File: config.mk
export PLATFORM = sky130hd
export DESIGN_NAME = batcharger_ctrl_flat
export DESIGN_NICKNAME = d
export VERILOG_FILES = /design/src/rtl/batcharger_pkg.sv /design/src/rtl/batcharger_if.sv /design/src/rtl/batcharger_timer.sv /design/src/rtl/batcharger_ctrl.sv /design/src/flat_wrapper.sv
export SDC_FILE = /design/constraint.sdc
export NUM_CORES = 1
export LEC_CHECK = 0
export CAP_MARGIN = 5
export CORE_ASPECT_RATIO = 0.7
export CORE_MARGIN = 5
export CORE_UTILIZATION = 42
export DETAILED_ROUTE_END_ITERATION = 8
export MAX_ROUTING_LAYER = met4
export PLACE_DENSITY = 0.88
export SETUP_SLACK_MARGIN = 0.4
export SYNTH_ARGS = -nofsm -noshare
export SYNTH_HDL_FRONTEND = slang
export SYNTH_SLANG_ARGS = --single-unit
File: constraint.sdc
create_clock -name clk -period 2.8 [get_ports clk]
set_input_delay 0.56 -clock clk [delete_from_list [all_inputs] [get_ports clk]]
set_output_delay 0.56 -clock clk [all_outputs]
set_load 0.01 [all_outputs]
File: src/rtl/batcharger_pkg.sv
// batcharger_pkg: shared definitions for the battery charge controller.
// Holds the charge state encoding, the voltage code scale and the default
// timer widths.
package batcharger_pkg;

  // Charge sequence states; encoding is fixed so the debug port can be
  // decoded by anyone who only has the numeric value.
  typedef enum logic [2:0] {
    ST_IDLE = 3'd0,
    ST_TC   = 3'd1,
    ST_CC   = 3'd2,
    ST_CV   = 3'd3,
    ST_DONE = 3'd4
  } chg_state_t;

  // Voltage codes: 51 codes per volt (e.g. 153 = 3.0 V, 189 = 3.7 V).
  localparam int VCODE_PER_V = 51;

  // One timer tick every 2^DEF_PRESC_W clocks; timeout counter width.
  localparam int DEF_PRESC_W = 10;
  localparam int DEF_TMR_W   = 8;

endpackage

File: src/rtl/batcharger_if.sv
// batcharger_if: signal bundle between the charge controller and its
// environment (measurement front-ends, threshold registers, power stage).
//   master: drives enable, measured codes and thresholds; observes outputs.
//   slave : the controller; samples inputs, drives power-stage/monitor
//           enables, done and the debug state.
// There is no handshake: every input is sampled on every rising clock edge
// and every output is a registered level valid after that edge.
interface batcharger_if
  import batcharger_pkg::*;
#(
  parameter int TMR_W = DEF_TMR_W
);
  logic             en;
  logic [7:0]       vbat;
  logic [7:0]       ibat;
  logic [7:0]       tbat;
  logic [7:0]       vcutoff;
  logic [7:0]       vpreset;
  logic [7:0]       vcv;
  logic [7:0]       iend;
  logic [7:0]       tempmin;
  logic [7:0]       tempmax;
  logic [TMR_W-1:0] tmax;

  logic             cc;
  logic             tc;
  logic             cv;
  logic             pwr_en;
  logic             vmonen;
  logic             imonen;
  logic             tmonen;
  logic             done;
  chg_state_t       dbg_state;

  modport master (
    output en, vbat, ibat, tbat, vcutoff, vpreset, vcv, iend,
           tempmin, tempmax, tmax,
    input  cc, tc, cv, pwr_en, vmonen, imonen, tmonen, done, dbg_state
  );

  modport slave (
    input  en, vbat, ibat, tbat, vcutoff, vpreset, vcv, iend,
           tempmin, tempmax, tmax,
    output cc, tc, cv, pwr_en, vmonen, imonen, tmonen, done, dbg_state
  );
endinterface

File: src/rtl/batcharger_timer.sv
// batcharger_timer: CV-phase timeout.
//   i_clk, i_rst  : clock, asynchronous active-high reset
//   i_clr         : clear prescaler and counter (CV entry), wins over i_run
//   i_run         : prescaler advances while high (controller is in CV)
//   i_tmax        : timeout threshold in ticks
//   o_timeout     : combinational; high on a tick where count == i_tmax
// A tick is the cycle in which the prescaler sits at its all-ones value.
// The tick counter saturates at all ones so a long CV phase never wraps.
module batcharger_timer #(
  parameter int PRESC_W = 10,
  parameter int TMR_W   = 8
) (
  input  logic             i_clk,
  input  logic             i_rst,
  input  logic             i_clr,
  input  logic             i_run,
  input  logic [TMR_W-1:0] i_tmax,
  output logic             o_timeout
);
  logic [PRESC_W-1:0] r_presc;
  logic [TMR_W-1:0]   r_cnt;
  logic               w_tick;

  assign w_tick    = i_run && (r_presc == '1);
  // Compared before the increment, so tmax = 0 fires on the first tick.
  assign o_timeout = w_tick && (r_cnt == i_tmax);

  always_ff @(posedge i_clk or posedge i_rst) begin
    if (i_rst) begin
      r_presc <= '0;
      r_cnt   <= '0;
    end else if (i_clr) begin
      r_presc <= '0;
      r_cnt   <= '0;
    end else if (i_run) begin
      r_presc <= r_presc + 1'b1;
      if (w_tick && (r_cnt != '1)) begin
        r_cnt <= r_cnt + 1'b1;
      end
    end
  end
endmodule

File: src/rtl/batcharger_ctrl.sv
// batcharger_ctrl: trickle / constant-current / constant-voltage charge
// sequencer for the BATCHARGERpower_64b power stage.
//   clk, rst : clock, asynchronous active-high reset
//   bus      : batcharger_if.slave (enable, vbat/ibat/tbat codes, thresholds,
//              tmax; cc/tc/cv/pwr_en, monitor enables, done, dbg_state)
// Optional feature macro: BATCHARGER_TIMEOUT_EN adds a prescaled timeout
// that also ends the CV phase; without it tmax is ignored.
// Outputs are decoded from the next state and registered, so they change on
// the same edge as the state and never glitch or overlap.
module batcharger_ctrl
  import batcharger_pkg::*;
#(
  parameter int PRESC_W = DEF_PRESC_W,
  parameter int TMR_W   = DEF_TMR_W
) (
  input logic         clk,
  input logic         rst,
  batcharger_if.slave bus
);
  chg_state_t r_state;
  chg_state_t w_next;
  logic       w_tok;
  logic       w_timeout;
  logic       w_cv_entry;
  logic       w_charging;

  logic r_tc, r_cc, r_cv, r_pwr_en, r_vmonen, r_imonen, r_tmonen, r_done;

  assign w_tok      = (bus.tbat >= bus.tempmin) && (bus.tbat <= bus.tempmax);
  assign w_cv_entry = (w_next == ST_CV) && (r_state != ST_CV);

`ifdef BATCHARGER_TIMEOUT_EN
  batcharger_timer #(
    .PRESC_W (PRESC_W),
    .TMR_W   (TMR_W)
  ) u_timer (
    .i_clk     (clk),
    .i_rst     (rst),
    .i_clr     (w_cv_entry),
    .i_run     (r_state == ST_CV),
    .i_tmax    (bus.tmax),
    .o_timeout (w_timeout)
  );
`else
  localparam int UNUSED_PRESC_W = PRESC_W;
  logic [TMR_W-1:0] w_unused_tmax;
  logic             w_unused_entry;
  assign w_unused_tmax  = bus.tmax;
  assign w_unused_entry = w_cv_entry;
  assign w_timeout      = 1'b0;
`endif

  // Next state. Abort (disable or temperature out of window) beats every
  // other transition; at most one transition is taken per clock, so a jump
  // past both vcutoff and vcv from TC lands in CC first.
  always_comb begin
    w_next = r_state;
    if (!bus.en || !w_tok) begin
      w_next = ST_IDLE;
    end else begin
      case (r_state)
        ST_IDLE: begin
          if (bus.vbat < bus.vcutoff)  w_next = ST_TC;
          else if (bus.vbat < bus.vcv) w_next = ST_CC;
          else                         w_next = ST_DONE;
        end
        ST_TC:   if (bus.vbat >= bus.vcutoff) w_next = ST_CC;
        ST_CC:   if (bus.vbat >= bus.vcv)     w_next = ST_CV;
        ST_CV:   if ((bus.ibat < bus.iend) || w_timeout) w_next = ST_DONE;
        // Recharge re-enters CC, never TC.
        ST_DONE: if (bus.vbat < bus.vpreset)  w_next = ST_CC;
        default: w_next = ST_IDLE;
      endcase
    end
  end

  assign w_charging = (w_next == ST_TC) || (w_next == ST_CC) || (w_next == ST_CV);

  always_ff @(posedge clk or posedge rst) begin
    if (rst) begin
      r_state  <= ST_IDLE;
      r_tc     <= 1'b0;
      r_cc     <= 1'b0;
      r_cv     <= 1'b0;
      r_pwr_en <= 1'b0;
      r_vmonen <= 1'b0;
      r_imonen <= 1'b0;
      r_tmonen <= 1'b0;
      r_done   <= 1'b0;
    end else begin
      r_state  <= w_next;
      r_tc     <= (w_next == ST_TC);
      r_cc     <= (w_next == ST_CC);
      r_cv     <= (w_next == ST_CV);
      r_pwr_en <= w_charging;
      r_vmonen <= (w_next != ST_IDLE);
      r_imonen <= w_charging;
      r_tmonen <= bus.en;
      r_done   <= (w_next == ST_DONE);
    end
  end

  assign bus.tc        = r_tc;
  assign bus.cc        = r_cc;
  assign bus.cv        = r_cv;
  assign bus.pwr_en    = r_pwr_en;
  assign bus.vmonen    = r_vmonen;
  assign bus.imonen    = r_imonen;
  assign bus.tmonen    = r_tmonen;
  assign bus.done      = r_done;
  assign bus.dbg_state = r_state;
endmodule

File: src/flat_wrapper.sv
// flat-port wrapper written by rule: the top's interface ports become plain ports
module batcharger_ctrl_flat import batcharger_pkg::*;
#(
  parameter int PRESC_W = DEF_PRESC_W,
  parameter int TMR_W   = DEF_TMR_W
)
  (clk, rst, bus_en, bus_vbat, bus_ibat, bus_tbat, bus_vcutoff, bus_vpreset, bus_vcv, bus_iend, bus_tempmin, bus_tempmax, bus_tmax, bus_cc, bus_tc, bus_cv, bus_pwr_en, bus_vmonen, bus_imonen, bus_tmonen, bus_done, bus_dbg_state);
  batcharger_if #(.TMR_W(TMR_W)) bus_i ();
  input logic clk;
  input logic rst;
  input wire logic [$bits(bus_i.en)-1:0] bus_en;
  input wire logic [$bits(bus_i.vbat)-1:0] bus_vbat;
  input wire logic [$bits(bus_i.ibat)-1:0] bus_ibat;
  input wire logic [$bits(bus_i.tbat)-1:0] bus_tbat;
  input wire logic [$bits(bus_i.vcutoff)-1:0] bus_vcutoff;
  input wire logic [$bits(bus_i.vpreset)-1:0] bus_vpreset;
  input wire logic [$bits(bus_i.vcv)-1:0] bus_vcv;
  input wire logic [$bits(bus_i.iend)-1:0] bus_iend;
  input wire logic [$bits(bus_i.tempmin)-1:0] bus_tempmin;
  input wire logic [$bits(bus_i.tempmax)-1:0] bus_tempmax;
  input wire logic [$bits(bus_i.tmax)-1:0] bus_tmax;
  output wire logic [$bits(bus_i.cc)-1:0] bus_cc;
  output wire logic [$bits(bus_i.tc)-1:0] bus_tc;
  output wire logic [$bits(bus_i.cv)-1:0] bus_cv;
  output wire logic [$bits(bus_i.pwr_en)-1:0] bus_pwr_en;
  output wire logic [$bits(bus_i.vmonen)-1:0] bus_vmonen;
  output wire logic [$bits(bus_i.imonen)-1:0] bus_imonen;
  output wire logic [$bits(bus_i.tmonen)-1:0] bus_tmonen;
  output wire logic [$bits(bus_i.done)-1:0] bus_done;
  output wire logic [$bits(bus_i.dbg_state)-1:0] bus_dbg_state;
  assign bus_i.en = bus_en;
  assign bus_i.vbat = bus_vbat;
  assign bus_i.ibat = bus_ibat;
  assign bus_i.tbat = bus_tbat;
  assign bus_i.vcutoff = bus_vcutoff;
  assign bus_i.vpreset = bus_vpreset;
  assign bus_i.vcv = bus_vcv;
  assign bus_i.iend = bus_iend;
  assign bus_i.tempmin = bus_tempmin;
  assign bus_i.tempmax = bus_tempmax;
  assign bus_i.tmax = bus_tmax;
  assign bus_cc = bus_i.cc;
  assign bus_tc = bus_i.tc;
  assign bus_cv = bus_i.cv;
  assign bus_pwr_en = bus_i.pwr_en;
  assign bus_vmonen = bus_i.vmonen;
  assign bus_imonen = bus_i.imonen;
  assign bus_tmonen = bus_i.tmonen;
  assign bus_done = bus_i.done;
  assign bus_dbg_state = bus_i.dbg_state;
  batcharger_ctrl #(.PRESC_W(PRESC_W), .TMR_W(TMR_W)) u_core (.clk(clk), .rst(rst), .bus(bus_i));
endmodule
After elaboration in Yosys (flattened, before gate mapping). Cells that the tools add are included.

$lt $le $gt $ge: 8. Equal/unequal tests: 8. Muxes and demuxes: 8. Reduce and logical (&&, ||, !) cells: 8.

Operators with widths (number): less-than comparator 8 bit (4); greater-or-equal comparator 8 bit (3); two-way mux 3 bit (7); case mux 3 bit (5 select lines) (1); == test 3 x 2 -> 1 bit, second input constant (4); <= comparator 8 bit (1); == test 3 x 1 -> 1 bit, second input constant (2); == test 3 bit, second input constant (2); logical NOT 3 bit (1); logical OR 1 bit (3); nonzero test 3 bit (1); logical NOT 1 bit (2); logical AND 1 bit (1).

Register bits: 10. Bits of input ports: 83. Output and inout bits: 11. Word-level logic and storage cells: 40.

Longest topological paths before layout. Gate-level depths: netlist of the first run.

Word-level depth: 8. Gate-level depth with buffers: 8. Depth with buffers taken out: 8.

Least setup slack after synthesis of the first run. Ideal clock, no wire load.

Kind: in2reg. From: in bus_tbat[0]. To: reg u_core.r_tc, in the netlist u_core.bus.tc. Setup time: 121 ps. Arrival: 2039 ps. Required time: 2679 ps. Setup slack: 640 ps. Cell stages on the path: 8. Path buffers: 0. Cells stage by stage: inv_1 -> ha_1 -> nand2b_1 -> a21o_1 -> a2111oi_0 -> o31ai_1 -> o2111ai_2 -> and4b_1.

Word-level cells in the longest chain between the ends: 6. Elaborated cells between the ends (all ways): 7. Those cells by class: order compare (2); eq/ne (1); mux (1); reduce/logical (3).

Ends and longest elaborated chain: start: declaration (RTL line flat_wrapper.sv:14) `input wire logic [$bits(bus_i.tbat)-1:0] bus_tbat;`; greater-or-equal comparator 8 bit / <= comparator 8 bit (equally long branches) (RTL line batcharger_ctrl.sv:29) `assign w_tok = (bus.tbat >= bus.tempmin) && (bus.tbat <= bus.tempmax);`; logical AND 1 bit (*) (RTL line batcharger_ctrl.sv:29); logical NOT 1 bit (*) (RTL line batcharger_ctrl.sv:58) `if (!bus.en || !w_tok) begin`; logical OR 1 bit (*) (RTL line batcharger_ctrl.sv:58); two-way mux 3 bit (*) (RTL line batcharger_ctrl.sv:58); == test 3 x 1 -> 1 bit (*) (RTL line batcharger_ctrl.sv:92) `r_tc <= (w_next == ST_TC);`; end signal: assignment (RTL line batcharger_ctrl.sv:92); end: declaration (RTL line batcharger_ctrl.sv:27) `logic r_tc, r_cc, r_cv, r_pwr_en, r_vmonen, r_imonen, r_tmonen, r_done;`.

Every way passes the cells marked *; elsewhere a longest branch is shown, timed or not.

Worst setup path in the final report of the first run.
From: in bus_vpreset[7]. To: reg u_core.r_done, in the netlist u_core.bus.done.

Word-level cells in the longest chain between the ends: 5.

Ends and longest elaborated chain: start: declaration (RTL line flat_wrapper.sv:16) `input wire logic [$bits(bus_i.vpreset)-1:0] bus_vpreset;`; less-than comparator 8 bit (RTL line batcharger_ctrl.sv:71) `ST_DONE: if (bus.vbat < bus.vpreset) w_next = ST_CC;`; two-way mux 3 bit (RTL line batcharger_ctrl.sv:71); case mux 3 bit (5 select lines) (RTL line batcharger_ctrl.sv:61) `case (r_state)`; two-way mux 3 bit (RTL line batcharger_ctrl.sv:58); == test 3 bit (RTL line batcharger_ctrl.sv:99) `r_done <= (w_next == ST_DONE);`; end signal: assignment (RTL line batcharger_ctrl.sv:99); end: declaration (RTL line batcharger_ctrl.sv:27).

Every way passes these cells.

==> out/qor.csv, run 1 <==
stage,metric,value,unit
sta,holdWs,616,ps
route,wl_met3,465,um
grt,grt_max_degree,11,
synth,synth-main-ff-cell,dfrtp_1,
route,wl_met2,3.37,mm
route,wirelength_met1,2.72,mm
grt,grt_overflow,0,
synth,synthArstFlopShare,100,%
power_and_ir_drop,pwr_density_cell,247,nW/um^2
power_and_ir_drop,ir_worst_vdd,242,uV
critical_path,required,2960,ps
clock_network,cts.sinks,10,
critical_path,r2r_slack,1020,ps
synth,syn-cell-area,1640,sq um
route,drtIter0Drc,149,
sta,finalCritPeriodShare,87.3,%
clock_network,clockRootBuffer,clkbuf_8,
sta,hold_viol,0,
synth,syn-num-nets,328,
critical_path,cp.arrival,2610,ps
sta,relSlewSlack,60.8,%
critical_path,critPathKind,primary input to flip-flop,
grt,grt_use_total,19.4,%
sta,worst_pin_slew,584,ps
power_and_ir_drop,power,801,uW
sta,rsz0062_at_grt,true,
sta,setup_viol,0,
die,start_util,42.5,%
route,highest_layer,met4,
clock_network,clk_latency,240,ps
sta,fmax,0.409,GHz
cells_and_area,syn_to_final_growth,97.9,%
critical_path,end_kind,flip-flop,
route,antenna_left,0,
cells_and_area,fin_nets,427,
clock_network,hold_buffers,0,
synth,ys_seq_area_share,15.3,%
die,die_x,84.6,um
placed_design,port_buffers,85,
critical_path,startpoint,bus_vpreset[7],
critical_path,critPathMaxFanout,3,
clock_network,cts_tree,done,
synth,syn_inst,199,
die,rows,19,
job,drv_cap,0,
clock_network,clk_pin_slew,50,ps
synth,syn_avg_cell_area,8.22,sq um
synth,synth_edf_count,0,
grt,grt_pass1_wl,8.40,mm
cells_and_area,fin_util,84.1,%
route,totalWireLength,6.83,mm
clock_network,h-tree-depth,1,
critical_path,start_kind,primary input,
route,vias,1959,
route,wl_per_cell,19.6,um
synth,yosys_warnings,0,
die,die-area,5260,sq um
clock_network,cts_buffers,3,
sta,tns,0,ps
power_and_ir_drop,p_leak,0.00171,uW
die,coreArea,3850,sq um
clock_network,clockBufferDepth,2,
cells_and_area,num_antenna_cells,0,
route,drc,0,
min_path,min-delay-path-class,primary input to asynchronous set/reset pin,
synth,yosysUniqueCellTypes,37,
critical_path,r2r_end,u_core.bus.cc,
outcome,status,"finished, final reports clean",
critical_path,r2r-start,u_core.bus.dbg_state[0],
route,dr.pass1.iters,4,
die,dieHeight,62.2,um
sta,fin_crit,2440,ps
sta,finalMaxSlewViolations,0,
synth,synth_seq_cells,10,
placed_design,post-dp-hpwl,3.74,mm
critical_path,worstRegToRegCells,6,
sta,clock-skew-final,6.82,ps
cells_and_area,drive_gt1_share,30.1,%
grt,antenna_found_initial,0,
grt,grt_pass1_vias,1901,
die,boundaryPins,94,
placed_design,gp_congestion,0.811,
route,via_per_inst,5.63,
## registers in the layout (all words and copies together) (netlist names)
| signal | cells |
|---|---|
| u_core.bus.dbg_state | 3 |
| u_core.bus.cc | 1 |
| u_core.bus.cv | 1 |
| u_core.bus.tc | 1 |
| u_core.bus.vmonen | 1 |
| u_core.bus.done | 1 |
| u_core.bus.pwr_en | 1 |
| u_core.bus.tmonen | 1 |
## cells by family after synthesis
group,count (synthesis),synth area share [%]
AO/OA/AOI/OAI,50,23.6
buffers and inverters,50,11.7
adder cells (fa/ha/maj),46,35.2
AND/OR/NAND/NOR,43,14.2
flip-flops,10,15.3
## synthesized netlist by cell type (2+ instances only)
library cell | n | area share, %
nor3_1 | 3 | 0.92
a21oi_1 | 15 | 4.6
inv_1 | 49 | 11
ha_1 | 46 | 35
a21o_1 | 3 | 1.4
a2111oi_2 | 2 | 1.8
nand2b_1 | 3 | 1.1
o211ai_1 | 2 | 0.92
a211oi_1 | 2 | 0.92
nand2_1 | 10 | 2.3
dfrtp_1 | 10 | 15
o211a_1 | 2 | 1.2
o21a_1 | 2 | 0.92
nor2_1 | 12 | 2.8
a31oi_1 | 2 | 0.76
o21ai_0 | 8 | 2.4
nor2b_1 | 4 | 1.5
nand4_1 | 5 | 1.9
## through the flow
step	instances	area [sq um]	worst slack (ps)
2_1_floorplan	199	1640	640
3_3_place_gp	337	2560	19.9
3_5_place_dp	337	2560	-16.6
4_1_cts	345	2760	393
5_1_grt	348	3240	244
6_report	348	3240	357
## worst max-delay path, stage by stage
cell	delay, ps
clkdlybuf4s50_1	450
inv_1	40
ha_1	310
nand2_1	110
nor4_2	430
a21oi_4	140
o32ai_2	130
a21o_1	230
nor2b_1	200
## layout by cell type (no fill, tap or decap), types with 3 or more instances in the layout
cell type	instances
dfrtp_1	10
a21o_1	3
nor3_1	3
inv_2	16
clkbuf_8	3
buf_4	6
ha_1	25
inv_1	33
a21oi_1	5
a21oi_2	6
clkdlybuf4s50_1	46
buf_6	4
nand2_1	9
a2111oi_4	4
ha_4	20
clkbuf_2	3
nor2_1	9
a21oi_4	4
o21ai_0	4
nand4_1	5
dlymetal6s2s_1	35
nor2b_1	3
## worst max-delay path by stage
stage	endpoint	slack (ps)	cells after the start
2_1_floorplan	u_core.bus.tc	640	8
3_3_place_gp	u_core.bus.cc	20	9
3_5_place_dp	u_core.bus.cc	-20	9
4_1_cts	u_core.bus.cc	390	8
5_1_grt	u_core.bus.tc	240	9
6_report	u_core.bus.done	360	9
## power by group
group / switching [uW] / leakage, uW / total [uW] / internal (uW)
clock: 61.0 / 0.0000216 / 156 / 94.6
combinational: 227 / 0.00155 / 487 / 260
sequential: 6.76 / 0.000136 / 158 / 152
total: 295 / 0.00171 / 801 / 506
## layout make-up
| cell class | count | area [sq um] |
|---|---|---|
| multi-input cells | 139 | 1690 |
| repair buffers | 95 | 1010 |
| fillers | 191 | 613 |
| flip-flops and latches | 10 | 250 |
| inverters | 49 | 184 |
| well taps | 52 | 65.1 |
| clock buffers | 3 | 41.3 |
## routing by layer
| layer | vias up | global-route usage, % |
|---|---|---|
| met5 | - | - |
| li1 | 895 | - |
| met3 | 30 | 4.10 |
| met1 | 929 | 23.2 |
| met2 | 105 | 32.7 |
| met4 | 0 | 5.93 |
## timing repair
| item | 4_1_cts | 5_1_grt |
|---|---|---|
| setup buffers | 5 | 3 |
| gates resized for setup | 23 | 113 |
| endpoints found under the setup margin | 8 | 9 |
| pin swaps | 17 | 44 |
Power figures use the tool's default switching activity.
==> run 2: changes to the inputs <==
HOLD_SLACK_MARGIN = 0.15   (was unset)
==> results of run 2 <==
Same layout as run 1: the final DEF is identical, and so are final timing and power.
==> run 3: changes to the inputs <==
CORE_UTILIZATION = 43   (was 42)
CTS_BUF_LIST = sky130_fd_sc_hd__clkbuf_4 sky130_fd_sc_hd__clkbuf_8   (was unset)
PLACE_DENSITY = 0.9   (was 0.88)
SYNTH_HIERARCHICAL = 1   (was unset)
==> run 3 against run 2 <==
Cell area fell by 5.1%; power fell by 5.5%; setup slack got worse by 28 ps; clock power fell by 8%; sequential share of layout area rose by 0.42 points; area after synthesis fell by 0.15%; sequential power barely moved.
==> out/qor.csv, run 3 <==
stage,metric,value,unit
critical_path,required,2920,ps
synth,synth_seq_cells,10,
clock_network,clockBufferDepth,2,
cells_and_area,fin_nets,430,
grt,grt_overflow,0,
grt,grt_pass1_wl,8.45,mm
synth,yosys_warnings,6,
route,totalWireLength,6.51,mm
synth,synthArstFlopShare,100,%
cells_and_area,instances_no_fill,349,
power_and_ir_drop,ir_worst_vdd,178,uV
sta,hold_viol,0,
synth,syn-num-nets,332,
synth,yosys.area.top_type,ha_1,
outcome,status,"finished, final reports clean",
cells_and_area,fin_util,85.3,%
sta,finalMaxSlewViolations,0,
grt,antenna_found_initial,0,
grt,grt_use_total,21.6,%
placed_design,gp_congestion,0.794,
critical_path,end_kind,flip-flop,
clock_network,cts_tree,done,
synth,synth_edf_count,0,
grt,grt_pass1_vias,1851,
critical_path,critical_path.max_stage_delay,470,ps
critical_path,slowest_stage,clkdlybuf4s50_1,
die,coreArea,3600,sq um
synth,ys_seq_area_share,15.3,%
sta,finalCritPeriodShare,88.3,%
route,vias,1938,
critical_path,critPathKind,primary input to flip-flop,
cells_and_area,syn_to_final_growth,88.1,%
critical_path,critPathMaxFanout,3,
cells_and_area,final_cell_mix,"clkdlybuf4s50_1 (54), inv_1 (36), ha_1 (26), ha_4 (18), dlymetal6s2s_1 (16)",
route,drc,0,
cells_and_area,num_antenna_cells,0,
clock_network,clk_latency,230,ps
grt,grt_max_degree,11,
synth,syn_inst,203,
cells_and_area,largest_reg_flops,3,
placed_design,post-place-ws,-77.0,ps
synth,synth-main-ff-cell,dfrtp_1,
die,dieHeight,61.6,um
synth,synth_area_leaders,"ha_1 (35%), dfrtp_1 (15%), inv_1 (11%)",
placed_design,placed_cells,338,
critical_path,crit_chain,"clkdlybuf4s50_1, inv_1, ha_4, nand4_1, nor2_1, a211oi_1, a211oi_2, or2_4, inv_1",
cells_and_area,final_common_cell,clkdlybuf4s50_1,
clock_network,clockRootBuffer,clkbuf_8,
route,antenna_left,0,
job,drv_cap,0,
die,boundaryPins,94,
cells_and_area,design_area,3070,sq um
sta,clock-skew-final,0.745,ps
route,dr.pass1.iters,5,
power_and_ir_drop,power,757,uW
sta,fmax,0.405,GHz
sta,relSlewSlack,73.8,%
synth,yosysUniqueCellTypes,42,
sta,rsz0062_at_grt,true,
synth,synth_top_area_share,35.2,%
route,wl_per_cell,18.7,um
power_and_ir_drop,p_leak,0.00157,uW
route,via_per_inst,5.55,
die,rows,18,
critical_path,r2r-start,u_core/bus.dbg_state[1],
min_path,min-delay-path-class,primary input to asynchronous set/reset pin,
die,start_util,45.3,%
synth,ys_top_cells_by_count,"inv_1 (49), ha_1 (46), a21oi_1 (15)",
clock_network,cts.sinks,10,
sta,fin_crit,2470,ps
cells_and_area,drive_gt1_share,25.4,%
placed_design,port_buffers,85,
critical_path,startpoint,bus_vcutoff[7],
sta,setup_viol,0,
placed_design,post-dp-hpwl,4.19,mm
critical_path,path_common_cell,inv_1,
critical_path,cp.arrival,2590,ps
clock_network,cts_buffers,3,
sta,worst_slack,328,ps
route,drtIter0Drc,116,
clock_network,h-tree-depth,1,
clock_network,clk_pin_slew,40,ps
die,die-area,5150,sq um
power_and_ir_drop,pwr_density_cell,246,nW/um^2
synth,synth_most_common_cell,inv_1,
sta,worst_pin_slew,391,ps
die,die_x,83.7,um
synth,syn_avg_cell_area,8.05,sq um
synth,syn-cell-area,1630,sq um
critical_path,start_kind,primary input,
placed_design,place_area,2550,sq um
==> run 3: cell count changes in the layout (fill, tap and decap cells not counted), sizes merged, moves of 3 or more <==
cell / previous run / this run
dlymetal6s2s: 35 / 16
dlygate4sd2: 1 / 13
clkdlybuf4s50: 46 / 54
a211oi: 3 / 6
and3: 0 / 3
clkbuf: 6 / 3
nor2: 12 / 9
o21ai: 8 / 5
==> run 3: stage by stage <==
stage | setup TNS, ps | hold WS [ps]
global route | 0 | 649
global placement | -12.3 | 765
floorplan | 0 | 400
finish | 0 | 605
CTS | 0 | 617
detailed placement | -198 | 777
==> run 3: logic make-up (layout without fill, tap and decap cells) <==
| kind of cell | after synthesis | count (layout) | share of synthesized area (%) |
|---|---|---|---|
| flip-flops | 10 | 10 | 15.3 |
| AO/OA/AOI/OAI | 48 | 48 | 21.8 |
| adder cells (fa/ha/maj) | 46 | 46 | 35.2 |
| AND/OR/NAND/NOR | 48 | 48 | 15.6 |
| buffers and inverters | 51 | 147 | 12.0 |
==> run 3: worst paths after layout <==
| kind | end | slack, ps | depth (start not counted) |
|---|---|---|---|
| min | u_core/bus.done | 610 | 2 |
| min in group clk | u_core/bus.tmonen | 820 | 1 |
| max in group asynchronous | u_core/bus.tmonen | 1930 | 2 |
| min reg2reg | u_core/bus.dbg_state[2] | 860 | 3 |
| max reg2reg | u_core/bus.tc | 990 | 7 |
| max | u_core/bus.dbg_state[0] | 330 | 9 |
==> run 3: per-layer routing <==
layer	vias up	track usage, %	wire [um]
met5	-	-	0
met4	0	5.28	168
met3	20	4.68	406
met2	98	40.8	3350
met1	913	23.8	2590
li1	907	-	-
==> run 3: area by class of cell <==
cell class / count / area [sq um]
Tap cell: 50 / 62.6
Clock buffer: 3 / 41.3
Sequential cell: 10 / 250
Fill cell: 193 / 531
Timing Repair Buffer: 95 / 958
Inverter: 49 / 184
Multi-Input combinational cell: 142 / 1580
==> run 3: timing repair <==
item | CTS | global route
setup endpoints to repair | 8 | 8
pin swaps | 31 | 33
hold buffers | 0 | 0
buffers inserted | 7 | 1
resized for setup | 50 | 54
==> run 3: worst max-delay path, delay by kind of cell <==
kind	cells	cell delay, ps
adders and majority gates	1	300
and+or+nand+nor	3	610
buffers and inverters	3	610
AOI/OAI and AO/OA	2	500
==> run 3: power by group <==
part	leakage [uW]	internal [uW]	switching, uW
combinational	0.00141	254	202
sequential	0.000136	152	6.50
clock	0.0000216	93.5	49.6
total	0.00157	499	258
